$ cat config.mk
export PLATFORM = sky130hd
export DESIGN_NAME = stage_id
export DESIGN_NICKNAME = d
export VERILOG_FILES = /design/src/rtl/stage_id.sv
export SDC_FILE = /design/constraint.sdc
export NUM_CORES = 1
export LEC_CHECK = 0
export BUFFER_PORTS_ARGS = -buffer_cell sky130_fd_sc_hd__buf_4
export CELL_PAD_IN_SITES_DETAIL_PLACEMENT = 1
export CELL_PAD_IN_SITES_GLOBAL_PLACEMENT = 2
export CORE_UTILIZATION = 28
export CTS_CLUSTER_DIAMETER = 50
export DETAILED_ROUTE_END_ITERATION = 10
export GPL_TIMING_DRIVEN = 0
export PLACE_DENSITY = 0.89
export SKIP_LAST_GASP = 1
export SYNTH_ARGS = -nofsm -noshare
export SYNTH_HDL_FRONTEND = slang
export SYNTH_SLANG_ARGS = --single-unit
$ cat constraint.sdc
create_clock -name clk -period 8.35 [get_ports clk]
set_input_delay 1.67 -clock clk [delete_from_list [all_inputs] [get_ports clk]]
set_output_delay 1.67 -clock clk [all_outputs]
set_load 0.05 [all_outputs]
$ cat src/rtl/stage_id.sv
// RV32I instruction decode stage: register read, operand hazard check against
// in-flight writes, immediate generation, branch/jump resolution back to fetch.
// Optional illegal-instruction trap: define ILLEGAL_INST_EN.
module stage_id (
  input  logic        clk,
  input  logic        rst,
  input  logic        Done_I,
  input  logic [31:0] IR_I,
  input  logic [31:0] PC_I,
  output logic        Stall_O,
  output logic        Feedback_Branch,
  output logic [31:0] next_PC,
  output logic [4:0]  RF_raddr1,
  output logic [4:0]  RF_raddr2,
  input  logic [31:0] RF_rdata1,
  input  logic [31:0] RF_rdata2,
  input  logic [31:0] Pending_Wr,
  output logic        Valid_O,
  input  logic        EX_Ready,
  output logic [31:0] PC_O,
  output logic [31:0] IR_O,
  output logic [31:0] Imm_O,
  output logic [31:0] RS1_Val,
  output logic [31:0] RS2_Val,
  output logic [4:0]  Rd_O,
  output logic        Illegal_O
);

  localparam logic [6:0] OPC_LUI    = 7'b0110111;
  localparam logic [6:0] OPC_AUIPC  = 7'b0010111;
  localparam logic [6:0] OPC_JAL    = 7'b1101111;
  localparam logic [6:0] OPC_JALR   = 7'b1100111;
  localparam logic [6:0] OPC_BRANCH = 7'b1100011;
  localparam logic [6:0] OPC_LOAD   = 7'b0000011;
  localparam logic [6:0] OPC_STORE  = 7'b0100011;
  localparam logic [6:0] OPC_OPIMM  = 7'b0010011;
  localparam logic [6:0] OPC_OP     = 7'b0110011;

  typedef enum logic [3:0] {
    s_IDLE = 4'b0001,
    s_HAZ  = 4'b0010,
    s_OUT  = 4'b0100,
    s_ERR  = 4'b1000
  } state_t;

  typedef struct packed {
    logic lui, auipc, jal, jalr, branch, load, store, opimm, op;
  } dec_t;

  state_t      state, state_nxt;
  logic [31:0] ir_q, pc_q;
  logic        capture;
  dec_t        dec;
  logic [4:0]  rs1, rs2;
  logic [2:0]  funct3;
  logic        use_rs1, use_rs2, hazard, illegal;
  logic [31:0] imm_i, imm_s, imm_b, imm_u, imm_j, imm;
  logic        cond, taken;
  logic [31:0] target;

  assign rs1    = ir_q[19:15];
  assign rs2    = ir_q[24:20];
  assign funct3 = ir_q[14:12];

  always_comb begin
    dec        = '0;
    dec.lui    = (ir_q[6:0] == OPC_LUI);
    dec.auipc  = (ir_q[6:0] == OPC_AUIPC);
    dec.jal    = (ir_q[6:0] == OPC_JAL);
    dec.jalr   = (ir_q[6:0] == OPC_JALR);
    dec.branch = (ir_q[6:0] == OPC_BRANCH);
    dec.load   = (ir_q[6:0] == OPC_LOAD);
    dec.store  = (ir_q[6:0] == OPC_STORE);
    dec.opimm  = (ir_q[6:0] == OPC_OPIMM);
    dec.op     = (ir_q[6:0] == OPC_OP);
  end

  assign use_rs1 = !(dec.lui || dec.auipc || dec.jal);
  assign use_rs2 = dec.branch || dec.store || dec.op;
  // x0 never has a real pending write, so its scoreboard bit is ignored
  assign hazard  = (use_rs1 && (rs1 != 5'd0) && Pending_Wr[rs1]) ||
                   (use_rs2 && (rs2 != 5'd0) && Pending_Wr[rs2]);

`ifdef ILLEGAL_INST_EN
  assign illegal = !(|dec) || (dec.branch && (funct3[2:1] == 2'b01));
`else
  assign illegal = 1'b0;
`endif

  // Immediate formats
  assign imm_i = {{20{ir_q[31]}}, ir_q[31:20]};
  assign imm_s = {{20{ir_q[31]}}, ir_q[31:25], ir_q[11:7]};
  assign imm_b = {{19{ir_q[31]}}, ir_q[31], ir_q[7], ir_q[30:25], ir_q[11:8], 1'b0};
  assign imm_u = {ir_q[31:12], 12'b0};
  assign imm_j = {{11{ir_q[31]}}, ir_q[31], ir_q[19:12], ir_q[20], ir_q[30:21], 1'b0};

  always_comb begin
    imm = '0;
    if (dec.jalr || dec.load || dec.opimm) imm = imm_i;
    else if (dec.store)                    imm = imm_s;
    else if (dec.branch)                   imm = imm_b;
    else if (dec.lui || dec.auipc)         imm = imm_u;
    else if (dec.jal)                      imm = imm_j;
  end

  assign RF_raddr1 = rs1;
  assign RF_raddr2 = rs2;
  assign RS1_Val   = (rs1 == 5'd0) ? 32'd0 : RF_rdata1;
  assign RS2_Val   = (rs2 == 5'd0) ? 32'd0 : RF_rdata2;

  always_comb begin
    cond = 1'b0;
    case (funct3)
      3'b000:  cond = (RS1_Val == RS2_Val);
      3'b001:  cond = (RS1_Val != RS2_Val);
      3'b100:  cond = ($signed(RS1_Val) <  $signed(RS2_Val));
      3'b101:  cond = ($signed(RS1_Val) >= $signed(RS2_Val));
      3'b110:  cond = (RS1_Val <  RS2_Val);
      3'b111:  cond = (RS1_Val >= RS2_Val);
      default: cond = 1'b0;
    endcase
  end

  // imm already carries the J/B format for JAL/BRANCH, I for JALR
  assign target = dec.jalr ? ((RS1_Val + imm) & ~32'd1) : (pc_q + imm);
  // Only s_OUT may redirect: RF data is not trustworthy until the hazard clears
  assign taken  = (state == s_OUT) && (dec.jal || dec.jalr || (dec.branch && cond));

  assign Feedback_Branch = taken;
  assign next_PC         = taken ? target : 32'd0;

  assign Stall_O = (state != s_IDLE) && !((state == s_OUT) && EX_Ready);
  assign capture = Done_I && !Stall_O;
  assign Valid_O = (state == s_OUT);

`ifdef ILLEGAL_INST_EN
  assign Illegal_O = (state == s_ERR);
`else
  assign Illegal_O = 1'b0;
`endif

  assign PC_O  = pc_q;
  assign IR_O  = ir_q;
  assign Imm_O = imm;
  assign Rd_O  = (dec.lui || dec.auipc || dec.jal || dec.jalr || dec.load ||
                  dec.opimm || dec.op) ? ir_q[11:7] : 5'd0;

  always_ff @(posedge clk) begin
    if (rst) begin
      state <= s_IDLE;
      ir_q  <= '0;
      pc_q  <= '0;
    end else begin
      state <= state_nxt;
      if (capture) begin
        ir_q <= IR_I;
        pc_q <= PC_I;
      end
    end
  end

  always_comb begin
    state_nxt = state;
    case (state)
      s_IDLE: if (capture) state_nxt = s_HAZ;
      s_HAZ: begin
        if (illegal)      state_nxt = s_ERR;
        else if (!hazard) state_nxt = s_OUT;
      end
      s_OUT: if (EX_Ready) state_nxt = capture ? s_HAZ : s_IDLE;
      s_ERR:   state_nxt = s_ERR;
      default: state_nxt = s_IDLE;
    endcase
  end

endmodule
## After elaboration in Yosys (flattened, before gate mapping)

Index checks and enable logic that the tools add are counted.

- Equality and inequality tests: 24
- Muxes and demuxes: 20
- Reduce and logical (&&, ||, !) cells: 31
- Add/subtract/negate cells: 2
- Order comparisons: 6

Operators with widths:

| operator | number |
|---|---|
| $mux 32 | 9 |
| $add 32x32->32 | 2 |
| $ge 32x32->1 | 2 |
| $lt 32x32->1 | 2 |
| $eq 32x32->1 | 1 |
| $ne 32x32->1 | 1 |
| $eq 7x6->1 const B | 3 |
| $eq 7x7->1 const B | 3 |
| $pmux 4 s4 | 1 |
| $eq 7x5->1 const B | 2 |
| $logic_or 1x1->1 | 13 |
| $eq 3x3->1 const B | 4 |
| $lt 5x6->1 const B | 2 |
| $mux 4 | 3 |
| $bmux 1 s5 | 2 |
| $logic_not 5->1 | 2 |
| $reduce_bool 5->1 | 2 |
| $logic_and 1x1->1 | 9 |
| $eq 7x2->1 const B | 1 |
| $pmux 1 s6 | 1 |
| $mux 5 | 1 |
| $eq 4x1->1 const B | 1 |
| $eq 4x2->1 const B | 1 |
| $eq 4x3->1 const B | 1 |
| 10 further kinds | 14 |

- Flip-flop bits (word level): 68
- Logic and storage cells: 86
- Output and inout bits: 211
- Input port bits: 164

## Logic depth before layout (Yosys ltp)

Gate-level depths: netlist of the first run.

- Depth in word-level cells: 9
- Gate-level depth with buffers: 19
- Depth with buffers taken out: 17

## Worst setup path before layout of the first run

No wires, ideal clock.

- Path kind: input-to-output
- Start point: input RF_rdata1[31]
- End point: output next_PC[16]
- Stages: 12
- Path buffers: 0
- Setup slack: 0.546 ns
- Data arrival time: 6.134 ns
- Cell sequence: and2_0 -> ha_1 -> nand4_1 -> nor4_1 -> nand4_1 -> a221oi_1 -> a211oi_4 -> mux2i_1 -> a32oi_1 -> o2111a_1 -> o21ai_4 -> nor4_1

- Longest elaborated chain between the ends: 7

RTL lines:

| item | line | RTL |
|---|---|---|
| from (decl) | 15 | `input logic [31:0] RF_rdata1,` |
| $mux 32 (*) | 108 | `assign RS1_Val = (rs1 == 5'd0) ? 32'd0 : RF_rdata1;` |
| $ge 32x32->1 (tied with other cells) | 119 | `3'b111: cond = (RS1_Val >= RS2_Val);` |
| $pmux 1 s6 (*) | 113 | `case (funct3)` |
| $logic_and 1x1->1 (*) | 127 | `assign taken = (state == s_OUT) && (dec.jal \|\| dec.jalr \|\| (dec.branch && cond));` |
| $logic_or 1x1->1 (*) | 127 |  |
| $logic_and 1x1->1 (*) | 127 |  |
| $mux 32 (*) | 130 | `assign next_PC = taken ? target : 32'd0;` |
| to (decl) | 12 | `output logic [31:0] next_PC,` |

Mark *: on every way between the ends. The rest lies on a longest branch, timed or not.

## Worst setup path after layout of the first run

- Start point: register ir_q[17] (netlist: IR_O[17])
- End point: output next_PC[29]

- Longest elaborated chain between the ends: 8

RTL lines:

| item | line | RTL |
|---|---|---|
| from (decl) | 51 | `logic [31:0] ir_q, pc_q;` |
| from (signal assigned) | 151 | `ir_q <= '0;` |
| from (signal assigned) | 156 | `ir_q <= IR_I;` |
| $logic_not 5->1 or $mux 32 (tied branches) | 108, 103 |  |
| $mux 32, on equally long branches | 108, 102 |  |
| $ge 32x32->1 (tied with other cells) | 119 |  |
| $pmux 1 s6 or $mux 32 (tied branches) | 113, 100 |  |
| $logic_and 1x1->1 or $mux 32 (tied branches) | 127, 99 |  |
| $logic_or 1x1->1 or $add 32x32->32 (tied branches) | 127, 125 |  |
| $logic_and 1x1->1 or $mux 32 (tied branches) | 127, 125 |  |
| $mux 32 (*) | 130 |  |

Marked as above.

==> flow_summary.toml, run 1 <==
[run_status]
status = "complete, no violations"

[grt]
grt_start_max_net_pins = 15
grt_overflow = 0
antenna_found_initial = 1
grtUsageTotal_pct = 27.1
grt_pass1_wl_um = 63200
grt_pass1_vias = 10700

[synthesis]
syn_nets = 1467
yosys_most_used_dff = "dfxtp_1"
yosys_warnings = 0
synth_top_family_by_area = "compound AO/OA/AOI/OAI gates"
synthSimpleGateAreaFrac_pct = 26.2
synthArstFlopShare_pct = 0
syn-instance-count = 1210
synth_xor_area_share_pct = 4.86
synth_compound_area_share_pct = 26.8
synth_area_per_cell_um2 = 7.15
synth_fa_ha_area_share_pct = 13.7
synth_edf_count = 0
synth_area_mm2 = 0.00865
ys_ff_latch = 68
ys_types = 81
muxShareOfSynthArea_pct = 6.22
yosysSeqAreaShare_pct = 15.7

[final_layout]
layout_commonest_cell = "buf_4"
fillers = 3806
finalNonFillerCells = 1990
fin_nets = 1850
mostFrequentLayoutCells = "383 x buf_4, 236 x nand2_1, 146 x a21oi_1"
drive_above_1_share_pct = 28.2
synthToLayoutAreaGrowth_pct = 41.6

[worst_setup_path]
cpMaxStageDelayCell = "or4_4"
path_buf_inv = 4
crit_family = "simple AND/OR/NAND/NOR gates"
required_ps = 6680
cp_data_arrival_time_ps = 6170
path_cells = "or4_4 > or2_1 > clkbuf_1 > clkbuf_1 > and2_1 > ha_1 > nand4_1 > nor4_2 > nand4_1 > a221oi_1 > a211oi_4 > mux2i_1 > a32oi_1 > o2111a_1 > o21ai_4 > buf_2 > a21oi_1 > buf_4"
slowest_delay_ps = 590
crit_type = "flop to output port"
crit_fanout = 10
start_kind = "flop"
critPathCaptureType = "output port"

[power]
seqPwrFrac_pct = 21.4
p_comb_share_pct = 55.1
switching_power_uw = 911
power.total_mw = 1.84
power.density_mw_per_mm2 = 150
p_sw_share_pct = 49.5
p_int_uw = 930
leakage_nw = 6.20
ir_worst_vdd_mv = 0.0891
p_clk_share_pct = 23.5

[run]
maxCapViolations = 0

[timing]
fin_worst_skew_ps = 10.9
setup_violations = 0
slew_viol_final = 0
maxSlewHeadroom_pct = 21.5
worstMarginPinSlew_ps = 1170
timing.fmax_mhz = 128
hold_viol = 0
rsz0062_at_grt = "no"
min_period_ps = 7840
tns_ps = 0
min_period_over_period_pct = 93.9

[die]
core_mm2 = 0.0300
rows = 63
die-height_um = 178
dieArea_mm2 = 0.0316
initial_core_util_pct = 28.8
io_pins = 375
die_w_um = 178

[routing]
met2_length_um = 21300
top_layer_used = "met4"
dr_wl_met3_um = 2820
firstDrtPassIters = 5
wirelength_um = 43900
drc = 0
viasPerCell = 5.27
drt_iter0_drc = 546
drtAntennaViolNets = 0
num_vias = 10500
met1Wirelength_um = 18300
wl_per_cell_um = 22.1

[clocking]
root_buffer = "clkbuf_16"
clk_latency_ps = 360
h-tree-depth = 3
path_clk_slew_ps = 70
clock_sinks = 68
clock_path_buffers = 2
cts_tree = "done"
cts_buffers = 9

[placed_design]
numPortBuffers = 372
dp_hpwl_um = 36800
placedCellCount = 1972
gp_congestion = 0.955

[min_path]
min_path_type = "flop to flop"
metrics by stage:
step                      utilization (%)  instance area [µm²]  hold slack, ps  worst slack (ps)
after detailed placement             39.7                11900             473               591
final                                40.8                12200             479               510
after global placement               39.7                11900             471               658
after CTS                            40.7                12200             485               186
after floorplan                         -                 8650             476               546
after global routing                 40.8                12200             508               187
timing repair:
item | 4_1_cts | 5_1_grt
endpoints found under the hold margin | 0 | 0
resized for setup | 0 | 1
buffers inserted | 0 | 0
setup endpoints to repair | 0 | 6
hold buffers | 0 | 0
logic make-up after synthesis:
logic type / after synthesis
AND/OR/NAND/NOR: 486
AO/OA/AOI/OAI: 350
buffers and inverters: 135
adder cells (fa/ha/maj): 94
flip-flops: 68
XOR/XNOR: 48
multiplexers: 28
other: 1
metal layers:
metal / global-route usage (%) / vias to the layer above
met5: 0 / -
met4: 9.79 / 0
met3: 6.02 / 69
met2: 47.0 / 347
met1: 32.4 / 5003
li1: - / 5061
final cells by class:
type                    instances  area, µm²  area share, %
inverters                      60        225           1.84
flip-flops and latches         68       1360           11.1
well taps                     390        488           3.98
plain buffers                  75        333           2.72
multi-input cells            1007       6730           55.0
diodes                          2       5.00         0.0409
clock inverters                 7       82.6          0.674
repair buffers                372       2790           22.8
clock buffers                   9        225           1.84
cells in the mapped netlist (all sizes together) (7+ instances only):
cell type	n	area, µm²
o21bai	9	67.6
a31oi	14	87.6
buf	16	111
nor3	16	80.1
clkbuf	59	221
a21o	54	405
a21oi	146	731
o211ai	9	86.3
and3	8	50.1
inv	60	225
nand4	17	106
dfxtp	68	1360
nor2	79	297
o21a	7	52.6
nand3	22	110
a211oi	17	180
xor2	17	149
mux4	20	458
o21ai	51	285
ha	91	1140
nand2b	8	50.1
xnor2	31	272
and2	53	332
nor2b	10	62.6
nand2	237	892
mux2i	8	80.1
final timing paths:
path / from / endpoint / slack [ps] / cells past startpoint
setup / recovery: IR_O[17] / next_PC[29] / 510 / 18
hold / removal: PC_O[5] / PC_O[5] / 480 / 2
setup reg to reg: IR_O[15] / state[2] / 5170 / 8
hold reg to reg: PC_O[5] / PC_O[5] / 480 / 2
flip-flops by register name, indices dropped and copies added, names as in the netlist:
| register | count |
|---|---|
| IR_O | 32 |
| PC_O | 32 |
| state | 4 |
worst min-delay path, cell delays in order, from the launching register on:
cell	delay, ps
dfxtp_1	330
nand2_1	60
a21oi_1	50
power by group through the flow:
| stage | Clock (mW) | Combinational (mW) | Sequential (mW) |
|---|---|---|---|
| after floorplan | 0 | 0.582 | 0.477 |
| after global placement | 0 | 0.999 | 0.402 |
| after detailed placement | 0 | 1.02 | 0.403 |
| after CTS | 0.438 | 1.02 | 0.395 |
| after global routing | 0.448 | 1.09 | 0.399 |
| final | 0.432 | 1.01 | 0.395 |
(Power assumes the default switching activity.)
==> inputs of run 2 (changes only) <==
==> config.mk (replaced) <==
export PLATFORM = sky130hd
export DESIGN_NAME = stage_id
export DESIGN_NICKNAME = d
export VERILOG_FILES = /design/src/rtl/stage_id.sv
export SDC_FILE = /design/constraint.sdc
export NUM_CORES = 1
export LEC_CHECK = 0
export BUFFER_PORTS_ARGS = -buffer_cell sky130_fd_sc_hd__clkbuf_2
export CELL_PAD_IN_SITES_DETAIL_PLACEMENT = 1
export CELL_PAD_IN_SITES_GLOBAL_PLACEMENT = 2
export CORE_UTILIZATION = 26
export CTS_CLUSTER_DIAMETER = 50
export DETAILED_ROUTE_END_ITERATION = 10
export GPL_TIMING_DRIVEN = 0
export HOLD_SLACK_MARGIN = 0.02
export PLACE_DENSITY = 0.83
export SKIP_LAST_GASP = 1
export SYNTH_ARGS = -nofsm -noshare
export SYNTH_HDL_FRONTEND = slang
export SYNTH_SLANG_ARGS = --single-unit
==> constraint.sdc (replaced) <==
create_clock -name clk -period 9.01 [get_ports clk]
set_input_delay 1.802 -clock clk [delete_from_list [all_inputs] [get_ports clk]]
set_output_delay 1.802 -clock clk [all_outputs]
set_load 0.05 [all_outputs]
==> run 2 against run 1 <==
Against the previous run: via count increased by 0.20%; clock-buffer cell count stayed put; core utilization down 5.9 points; cell count rose by 2.6%; sequential share of layout area is 0.86 points higher; critical path depth stayed put; sequential power fell by 7.6%; critical path type unchanged; combinational power decreased by 14%; clock power fell by 10%.
==> flow_summary.toml, run 2 (synthesis gave the netlist of run 1 again) <==
[die]
dieArea_mm2 = 0.0340
core_mm2 = 0.0326
rows = 66
io_pins = 375
initial_core_util_pct = 26.5
die_w_um = 184
die-height_um = 184

[power]
p_comb_share_pct = 53.6
power.density_mw_per_mm2 = 143
p_clk_share_pct = 23.8
seqPwrFrac_pct = 22.5
p_int_uw = 795
ir_worst_vdd_mv = 0.0952
leakage_nw = 5.94
power.total_mw = 1.62
p_sw_share_pct = 51.0
switching_power_uw = 827

[clocking]
h-tree-depth = 3
root_buffer = "clkbuf_16"
cts_setup_buffers = 0
ctsHoldBuffers = 0
clock_sinks = 68
cts_tree = "done"
path_clk_slew_ps = 70
cts_resized = 0
clk_latency_ps = 360
cts_buffers = 9
clock_path_buffers = 2

[worst_setup_path]
required_ps = 7210
critPathCaptureType = "output port"
ff2ff_setup_slack_ps = 5770
crit_type = "flop to output port"
cp_data_arrival_time_ps = 6660
crit_fanout = 10
start_kind = "flop"

[timing]
worstMarginPinSlew_ps = 1180
min_period_ps = 8470
hold_viol = 0
rsz0062_at_grt = "no"
slew_viol_final = 0
maxSlewHeadroom_pct = 20.7
min_period_over_period_pct = 94.0
tns_ps = 0
fin_worst_skew_ps = 6.13
setup_violations = 0
timing.fmax_mhz = 118
fin_ws_ps = 545

[placed_design]
gp_congestion = 0.922
place_area_mm2 = 0.0111
dp_hpwl_um = 36500
dpl_worst_slack_ps = 950
numPortBuffers = 372

[final_layout]
synthToLayoutAreaGrowth_pct = 31.4
drive_above_1_share_pct = 28.2
stdcell_area_mm2 = 0.0114
post-route-util_pct = 34.8
layout_commonest_cell = "clkbuf_2"
mostFrequentLayoutCells = "372 x clkbuf_2, 236 x nand2_1, 146 x a21oi_1"
fin_nets = 1850

[grt]
grt_start_max_net_pins = 14
antenna_found_initial = 2
grt_pass1_wl_um = 62500
grtUsageTotal_pct = 25.0
grt_overflow = 0
grt_pass1_vias = 10300

[min_path]
min_path_type = "flop to flop"

[routing]
firstDrtPassIters = 5
drtAntennaViolNets = 0
wl_per_cell_um = 21.3
viasPerCell = 5.15
drt_iter0_drc = 487
drc = 0
num_vias = 10500
wirelength_um = 43400

[run]
maxCapViolations = 0

[run_status]
status = "complete, no violations"
==> run 2: through the flow <==
stage                     hold WS [ps]  cells
after floorplan                    476   1210
after CTS                          482   2040
after global placement             469   2024
final                              479   2041
after global routing               499   2040
after detailed placement           472   2024
==> run 2: critical path: stages, from the launching register on <==
cell,delay (ps)
dfxtp_1,430
or4_4,600
or2_1,290
clkbuf_1,280
clkbuf_1,320
and2_1,290
ha_1,310
nand4_1,210
nor4_1,880
nand4_1,280
a221oi_1,510
a211oi_4,90
mux2i_1,180
a32oi_1,230
o2111a_1,270
o21ai_4,140
buf_2,280
a21oi_1,350
clkbuf_2,350
==> run 2: worst paths after layout <==
path,startpoint,end,depth (start not counted)
max,IR_O[17],next_PC[29],18
min,PC_O[15],PC_O[15],2
max reg2reg,IR_O[15],state[2],8
min reg2reg,PC_O[15],PC_O[15],2
==> run 2: power groups by stage <==
stage / Sequential (mW) / Clock (mW) / Combinational (mW)
after floorplan: 0.442 / 0 / 0.539
after global placement: 0.372 / 0 / 0.863
after detailed placement: 0.372 / 0 / 0.876
after CTS: 0.366 / 0.393 / 0.880
after global routing: 0.369 / 0.407 / 0.942
final: 0.365 / 0.387 / 0.870
==> run 2: layer usage <==
layer  GRT usage (%)  part of all wire (%)  wire [µm]
met1            31.4                    43      18700
met2            41.9                    47      20300
met3            4.45                   6.0       2630
met4            10.2                   3.9       1700
met5               0                 0.030         13
==> run 2: cell type report <==
type	instances	area, µm²
Clock buffer	9	225
Inverter	60	225
Fill cell	4190	21300
Tap cell	442	553
Multi-Input combinational cell	1007	6730
Antenna cell	1	2.50
Buffer	75	333
Clock inverter	7	75.1
Sequential cell	68	1360
Timing Repair Buffer	372	1860
==> inputs of run 3 (changes only) <==
==> constraint.sdc (replaced) <==
create_clock -name clk -period 9.01 [get_ports clk]
set_input_delay 1.802 -clock clk [delete_from_list [all_inputs] [get_ports clk]]
set_output_delay 1.802 -clock clk [all_outputs]
set_load 0.1 [all_outputs]
==> run 3 against run 2 <==
Against the previous run: cell count barely moved; wire length fell by 1.7%; maximum frequency down 1.4%; non-clock buffer count unchanged; highest routed layer is now met4; critical path type unchanged; setup slack worse by 120 ps; clock-buffer cell count unchanged; global-route usage shrank 0.14 points; combinational power increased by 32%; largest cell class unchanged; critical endpoint is now next_PC[19].
==> flow_summary.toml, run 3 (synthesis gave the netlist of run 1 again) <==
[run_status]
status = "complete, no violations"

[power]
leakage_nw = 5.97
p_sw_share_pct = 55.8
power.total_mw = 1.99
power.density_mw_per_mm2 = 174
p_comb_share_pct = 58.0
seqPwrFrac_pct = 18.4
switching_power_mw = 1.11
ir_worst_vdd_mv = 0.0842
p_clk_share_pct = 23.6
p_int_uw = 878

[timing]
worstMarginPinSlew_ps = 1320
fin_worst_skew_ps = 19.5
tns_ps = 0
timing.fmax_mhz = 116
hold_viol = 0
setup_violations = 0
maxSlewHeadroom_pct = 11.1
rsz0062_at_grt = "no"
min_period_over_period_pct = 95.3
min_period_ps = 8590
slew_viol_final = 0

[routing]
num_vias = 10400
viasPerCell = 5.09
firstDrtPassIters = 5
drtAntennaViolNets = 0
wl_per_cell_um = 20.9
drt_iter0_drc = 494
drc = 0
wirelength_um = 42700

[worst_setup_path]
crit_fanout = 10
required_ps = 7210
slowest_delay_ps = 760
path_cells = "or4_4 > or2_1 > clkbuf_1 > clkbuf_1 > and2_1 > ha_1 > nand4_1 > nor4_1 > nand4_1 > a221oi_1 > a211oi_4 > mux2i_1 > a32oi_1 > o2111a_1 > o21ai_4 > buf_2 > a21oi_1 > clkbuf_2"
start_kind = "flop"
critPathCaptureType = "output port"
path_buf_inv = 4
cp_data_arrival_time_ps = 6790
cpMaxStageDelayCell = "nor4_1"
crit_type = "flop to output port"
crit_family = "simple AND/OR/NAND/NOR gates"

[clocking]
cts_resized = 0
path_clk_slew_ps = 80
h-tree-depth = 3
cts_setup_buffers = 0
cts_buffers = 9
ctsHoldBuffers = 0
clock_sinks = 68
root_buffer = "clkbuf_16"
cts_tree = "done"
clk_latency_ps = 360
clock_path_buffers = 2

[grt]
grt_overflow = 0
antenna_found_initial = 0
grtUsageTotal_pct = 24.8
grt_pass1_wl_um = 63100
grt_start_max_net_pins = 14
grt_pass1_vias = 10400

[placed_design]
gp_congestion = 0.912
place_area_mm2 = 0.0111
dp_hpwl_um = 36300
numPortBuffers = 372

[die]
dieArea_mm2 = 0.0340
io_pins = 375
initial_core_util_pct = 26.5
die-height_um = 184
core_mm2 = 0.0326
die_w_um = 184
rows = 66

[final_layout]
insertedDiodeCount = 0
fin_nets = 1850
layout_commonest_cell = "clkbuf_2"
multi_input_area_mm2 = 0.00676
mostFrequentLayoutCells = "372 x clkbuf_2, 236 x nand2_1, 145 x a21oi_1"
drive_above_1_share_pct = 28.3
synthToLayoutAreaGrowth_pct = 32.6
register_area_mm2 = 0.00136
fillers = 4204
stdcell_area_mm2 = 0.0115

[run]
maxCapViolations = 0

[min_path]
min_path_type = "flop to flop"
run 3: cell count changes in the layout (fill, tap and decap cells not counted), sizes merged:
cell    delta
clkinv     -2
inv        -1
diode      -1
bufinv     +3
run 3: layout make-up:
| type | count | share of cell area [%] |
|---|---|---|
| Multi-Input combinational cell | 1007 | 58.9 |
| Tap cell | 442 | 4.82 |
| Sequential cell | 68 | 11.9 |
| Inverter | 60 | 1.96 |
| Buffer | 75 | 2.90 |
| Clock buffer | 9 | 1.96 |
| Clock inverter | 7 | 1.28 |
| Timing Repair Buffer | 372 | 16.2 |
run 3: path summary, 6_finish.rpt:
check / startpoint / end / slack [ps] / cells past startpoint
min reg2reg: PC_O[14] / PC_O[14] / 480 / 2
max: IR_O[17] / next_PC[19] / 420 / 18
min: PC_O[14] / PC_O[14] / 480 / 2
max reg2reg: IR_O[15] / state[2] / 5830 / 8
run 3: worst reg2reg max path, cell delays in order, from the launching register on:
cell and delay [ps]:
dfxtp_1 510, buf_1 620, mux4_2 600, mux4_1 500, mux2i_1 180, o32ai_1 190, nor3b_1 260, a21oi_1 60
nor4_1 160
run 3: power by group through the flow:
| stage | combinational [mW] | sequential [mW] | clock, mW |
|---|---|---|---|
| after floorplan | 0.729 | 0.533 | 0 |
| after global placement | 1.15 | 0.372 | 0 |
| after detailed placement | 1.16 | 0.373 | 0 |
| after CTS | 1.16 | 0.366 | 0.477 |
| after global routing | 1.23 | 0.370 | 0.493 |
| final | 1.15 | 0.365 | 0.470 |
run 3: per-stage QoR:
step                hold slack (ps)  instances  setup slack [ps]  util (%)
floorplan                       476       1210              38.4         -
global placement                469       2024               837      34.0
detailed placement              472       2024               791      34.0
CTS                             483       2040               380      35.1
global route                    511       2040              13.7      35.1
finish                          480       2040               420      35.1
run 3: metal layers:
metal,global-route usage (%),vias to the layer above,share of wire (%)
li1,-,5062,-
met1,31.7,4977,45
met2,42.6,284,48
met3,4.19,53,4.9
met4,6.93,0,2.5
met5,0,-,0
